[config.mk]
export PLATFORM = sky130hd
export DESIGN_NAME = pipe_scroller
export DESIGN_NICKNAME = d
export VERILOG_FILES = /design/src/rtl/pipe_scroller.sv
export SDC_FILE = /design/constraint.sdc
export NUM_CORES = 1
export LEC_CHECK = 0
export CAP_MARGIN = 30
export CORE_MARGIN = 8
export CORE_UTILIZATION = 50
export DETAILED_ROUTE_END_ITERATION = 10
export PLACE_DENSITY_LB_ADDON = 0.3
export SLEW_MARGIN = 0
export SYNTH_ARGS = -nofsm -noshare
export SYNTH_HDL_FRONTEND = slang
export SYNTH_SLANG_ARGS = --single-unit
[constraint.sdc]
create_clock -name clk -period 6.3 [get_ports clk]
set_input_delay 1.575 -clock clk [delete_from_list [all_inputs] [get_ports clk]]
set_output_delay 1.575 -clock clk [all_outputs]
set_load 0.01 [all_outputs]
[src/rtl/pipe_scroller.sv]
// pipe_scroller
// Holds the horizontal position and gap height of the four pipe obstacles.
// On start, the initial x of each pipe is read from an external ROM, one
// pipe per cycle. After that, each frame_tick scrolls every pipe left by
// SPEED, one pipe per cycle. A pipe that would move past the left edge is
// wrapped to the right by SCREEN_W and given a fresh pseudo-random gap.
//
// Ports:
//   clk          system clock; all state changes on the rising edge
//   reset        synchronous, active-high reset
//   start        one-cycle pulse that (re)loads the initial positions
//   frame_tick   one-cycle pulse per video frame
//   rom_idx      index driven to the initial-position ROM while loading
//   rom_data     combinational ROM output for rom_idx
//   pipe_sel     read-port pipe select
//   pipe_x       x of the selected pipe (combinational from registers)
//   pipe_gap_y   gap top of the selected pipe (combinational from registers)
//   ready        positions are valid (RUN or UPDATE)
//   busy         loading or updating (LOAD or UPDATE)
//   score_pulse  one-cycle pulse when a pipe crosses BIRD_X
module pipe_scroller #(
  parameter int SCREEN_W = 640,
  parameter int SPEED    = 2,
  parameter int BIRD_X   = 100,
  parameter int GAP_MIN  = 60
) (
  input  logic       clk,
  input  logic       reset,
  input  logic       start,
  input  logic       frame_tick,
  output logic [1:0] rom_idx,
  input  logic [9:0] rom_data,
  input  logic [1:0] pipe_sel,
  output logic [9:0] pipe_x,
  output logic [8:0] pipe_gap_y,
  output logic       ready,
  output logic       busy,
  output logic       score_pulse
);

  typedef enum logic [1:0] {S_IDLE, S_LOAD, S_RUN, S_UPDATE} state_t;

  localparam logic [10:0] SPEED_W  = 11'(SPEED);
  localparam logic [10:0] SCREEN_X = 11'(SCREEN_W);
  localparam logic [10:0] BIRD_W   = 11'(BIRD_X);
  localparam logic [8:0]  GAP_BASE = 9'(GAP_MIN);

  state_t      r_state, w_state_next;
  logic [1:0]  r_k, w_k_next;
  logic        r_pending, w_pending_next;
  logic [7:0]  r_lfsr;
  logic [9:0]  r_x   [4];
  logic [8:0]  r_gap [4];
  logic        r_score;

  logic        w_load_we;
  logic        w_upd_we;
  logic [9:0]  w_x_old;
  logic        w_wrap;
  logic [10:0] w_x_sum;
  logic        w_cross;
  logic [8:0]  w_gap_rand;

  // Free-running Fibonacci LFSR, x^8+x^6+x^5+x^4+1.
  always_ff @(posedge clk) begin
    if (reset) begin
      r_lfsr <= 8'hA5;
    end else begin
      r_lfsr <= {r_lfsr[6:0], r_lfsr[7] ^ r_lfsr[5] ^ r_lfsr[4] ^ r_lfsr[3]};
    end
  end

  // Step arithmetic for the pipe pointed to by k. The work is done at
  // 11 bits so the wrap case (x - SPEED + SCREEN_W) never underflows.
  always_comb begin
    w_x_old    = r_x[r_k];
    w_wrap     = ({1'b0, w_x_old} < SPEED_W);
    w_x_sum    = {1'b0, w_x_old} - SPEED_W + (w_wrap ? SCREEN_X : 11'd0);
    // A wrapped pipe lands on the right edge, so it can never score.
    w_cross    = !w_wrap && ({1'b0, w_x_old} >= BIRD_W) && (w_x_sum < BIRD_W);
    w_gap_rand = GAP_BASE + {2'b00, r_lfsr[6:0]};
  end

  always_ff @(posedge clk) begin
    if (reset) begin
      r_state   <= S_IDLE;
      r_k       <= 2'd0;
      r_pending <= 1'b0;
    end else begin
      r_state   <= w_state_next;
      r_k       <= w_k_next;
      r_pending <= w_pending_next;
    end
  end

  always_comb begin
    w_state_next   = r_state;
    w_k_next       = r_k;
    w_pending_next = r_pending;
    w_load_we      = 1'b0;
    w_upd_we       = 1'b0;
    case (r_state)
      S_IDLE: begin
        if (start) begin
          w_state_next = S_LOAD;
          w_k_next     = 2'd0;
        end
      end
      S_LOAD: begin
        w_load_we = 1'b1;
        w_k_next  = r_k + 2'd1;
        if (r_k == 2'd3) begin
          w_state_next = S_RUN;
        end
      end
      S_RUN: begin
        if (start) begin
          w_state_next = S_LOAD;
          w_k_next     = 2'd0;
        end else if (frame_tick) begin
          w_state_next = S_UPDATE;
          w_k_next     = 2'd0;
        end
      end
      S_UPDATE: begin
        if (start) begin
          // Abort the sweep; the reload overwrites every pipe anyway.
          w_state_next   = S_LOAD;
          w_k_next       = 2'd0;
          w_pending_next = 1'b0;
        end else begin
          w_upd_we = 1'b1;
          w_k_next = r_k + 2'd1;
          if (r_k == 2'd3) begin
            // A tick that lands on the last pipe counts as queued too.
            // If a tick is already pending, this one is dropped.
            if (r_pending || frame_tick) begin
              w_state_next   = S_UPDATE;
              w_pending_next = 1'b0;
            end else begin
              w_state_next = S_RUN;
            end
          end else if (frame_tick) begin
            w_pending_next = 1'b1;
          end
        end
      end
      default: begin
        w_state_next = S_IDLE;
      end
    endcase
  end

  always_ff @(posedge clk) begin
    if (reset) begin
      for (int i = 0; i < 4; i++) begin
        r_x[i]   <= 10'd0;
        r_gap[i] <= 9'd0;
      end
      r_score <= 1'b0;
    end else begin
      r_score <= w_upd_we && w_cross;
      if (w_load_we) begin
        r_x[r_k]   <= rom_data;
        r_gap[r_k] <= w_gap_rand;
      end
      if (w_upd_we) begin
        r_x[r_k] <= w_x_sum[9:0];
        if (w_wrap) begin
          r_gap[r_k] <= w_gap_rand;
        end
      end
    end
  end

  assign rom_idx     = (r_state == S_LOAD) ? r_k : 2'd0;
  assign pipe_x      = r_x[pipe_sel];
  assign pipe_gap_y  = r_gap[pipe_sel];
  assign ready       = (r_state == S_RUN) || (r_state == S_UPDATE);
  assign busy        = (r_state == S_LOAD) || (r_state == S_UPDATE);
  assign score_pulse = r_score;

endmodule

==> out/qor.yml <==
clock_tree:
  numClockSinks: 88
  post_cts_buffers: 0
  clk_latency_ns: 0.35
  htree_levels: 3
  cts_root_buf: "clkbuf_8"
  cts_hold_buf: 0
  clockBufferDepth: 2
  clkSlewWorstSetupHoldPaths_ns: 0.08
  cts_resized: 0
  cts_tree: "yes"
  cts_buffers: 9
finish:
  stdcell_count: 557
  diodes: 0
  layout-drive-gt1-share_pct: 12.1
  syn_to_final_growth_pct: 13.5
  nets: 460
  final_area_um2: 5430
  final_util_pct: 58.7
routing:
  routed_wirelength_um: 10500
  wire_per_inst_um: 18.9
  drt_first_pass_iters: 7
  routed_via_density: 5.76
  drt_iter0_drc: 265
  vias: 3211
  drc_errors: 0
  drt.antenna.violating_nets: 0
yosys:
  synth_area_um2: 4780
  yosys-top-cells-count: "nor2_1 (75), edfxtp_1 (72), inv_1 (32), ha_1 (20), mux4_2 (20)"
  syn-num-nets: 428
  yosysTopAreaCell: "edfxtp_1"
  synth_edf_count: 72
  synth_seq_cells: 88
  synth_most_common_cell: "nor2_1"
  yosysUniqueCellTypes: 52
  yosysWarningCount: 0
  avgSynthCellArea_um2: 12.2
  synth_top_area_share_pct: 45.2
  async_flop_share_pct: 0
  seq_area_frac_synth_pct: 51.9
  synthCells: 391
  synth_area_leaders: "edfxtp_1 (45%), mux4_2 (9.4%), dfxtp_1 (6.7%)"
  synth_ff_type: "edfxtp_1"
worst_setup_path:
  worstSetupStartpointType: "input pin"
  r2r_end: "r_x[1][9]"
  rrSetupSlack_ns: 1.55
  required_ns: 4.72
  worstPathArrival_ns: 3.44
  end_kind: "output port"
  critPathKind: "in2out"
  critPathMaxFanout: 18
  reg2reg_depth: 15
pwr:
  clock_power_share_pct: 27.0
  internal_power_w: 0.000919
  power_w: 0.00128
  swShare_pct: 28.4
  irDropWorstVdd_uv: 143
  power_density_nw_per_um2: 237
  power.net_switching_w: 0.000365
  p_seq_share_pct: 52.7
  leakage_nw: 2.07
  power_frac_comb_pct: 20.3
hold_path:
  hold_end: "r_lfsr[2]"
  hp-class: "reg2reg"
  min_path_cells: 1
  holdCritStartpoint: "r_lfsr[1]"
die:
  rows: 35
  start_util_pct: 51.7
  die_x_um: 114
  core-area_um2: 9240
  die_y_um: 114
  dieArea_um2: 12900
  ios: 40
sta:
  min_period_ns: 5.02
  period_share_pct: 79.6
  drv_slew: 0
  hold_violations: 0
  tightest_slew_ns: 0.835
  skew_ns: 0.00959
  rsz0062_at_grt: "false"
  relSlewSlack_pct: 44.2
  fin_tns_setup_ns: 0
  max_freq_mhz: 199
  setup_viol: 0
placement:
  numPortBuffers: 38
  hpwl_um: 7610
  dpl_cell_area_um2: 5260
  dp.cells: 541
  gp_congestion: 0.842
global_routing:
  overflow: 0
  grt_pass1_vias: 3257
  grt_max_degree: 27
  antenna_found_initial: 0
  grt_use_total_pct: 16.9
  grt_pass1_wl_um: 17000
job:
  cap_viol_max_count: 0
run_status:
  status: "finished, final reports clean"
==> critical path, cell delays in order <==
cell,delay (ns)
clkdlybuf4s50_1,0.45
buf_4,0.34
mux4_2,0.58
clkdlybuf4s50_1,0.50
==> flip-flops by register name, indices dropped and copies added, names as in the netlist, named ones only <==
name and count:
r_pending 1, score_pulse 1, r_state 2, r_gap 32, r_x 40, r_lfsr 8
r_k 2
==> cell type report <==
type                       instances  area, um2
multi-input combinational        251       2090
fill                             744       3810
inverter                          32        120
clock inverter                     7       46.3
tap                              129        161
sequential                        88       2480
clock buffer                       9        124
timing repair buffer              41        403
==> layer usage <==
| layer | global-route usage [%] | part of all wire (%) | up-vias |
|---|---|---|---|
| li1 | - | - | 1487 |
| met1 | 22.8 | 45 | 1566 |
| met2 | 26.4 | 47 | 138 |
| met3 | 4.49 | 7.0 | 20 |
| met4 | 4.79 | 1.0 | 0 |
| met5 | 0 | 0 | - |
==> cell usage in the layout, fill, tap and decap left out, drive strengths merged, types with 4 or more instances in the layout <==
cell	count
a22oi	7
clkdlybuf4s50	38
a21oi	8
dfxtp	16
clkinv	5
o21ai	7
or2	5
edfxtp	72
nor3	5
inv	33
nor2b	8
nor2	78
mux4	28
xnor2	7
nand2	12
nand3	6
nand2b	14
clkbuf	9
ha	20
xor2	4
==> power groups by stage <==
stage / combinational, W / clock (W) / sequential (W)
floorplan: 0.000182 / 0 / 0.000678
global placement: 0.000251 / 0 / 0.000690
global route: 0.000286 / 0.000371 / 0.000681
finish: 0.000261 / 0.000346 / 0.000677
CTS: 0.000259 / 0.000347 / 0.000677
detailed placement: 0.000258 / 0 / 0.000691
==> stage by stage <==
stage / hold WS, ns / setup slack, ns
2_1_floorplan: 0.414 / 1.53
3_3_place_gp: 0.472 / 1.26
3_5_place_dp: 0.465 / 1.26
4_1_cts: 0.488 / 1.26
5_1_grt: 0.506 / 1.19
6_report: 0.489 / 1.28
==> kinds of logic (layout without fill, tap and decap cells) <==
kind of cell	after synthesis	in the layout	synth area share [%]
AND/OR/NAND/NOR	145	145	14.6
flip-flops	88	88	51.9
buffers and inverters	52	89	4.34
AO/OA/AOI/OAI	41	41	6.65
multiplexers	32	32	14.7
adder cells (fa/ha/maj)	21	21	5.65
XOR/XNOR	11	11	2.02
other	1	1	0.0784
==> worst max path at each step <==
stage | from | end | slack (ns) | cells after the start
global route | pipe_sel[0] | pipe_x[9] | 1.19 | 4
global placement | pipe_sel[0] | pipe_x[9] | 1.26 | 4
detailed placement | pipe_sel[0] | pipe_gap_y[0] | 1.26 | 4
finish | pipe_sel[0] | pipe_x[9] | 1.28 | 4
floorplan | pipe_sel[0] | pipe_gap_y[0] | 1.53 | 3
CTS | pipe_sel[0] | pipe_x[9] | 1.26 | 4
Power figures use the tool's default switching activity.
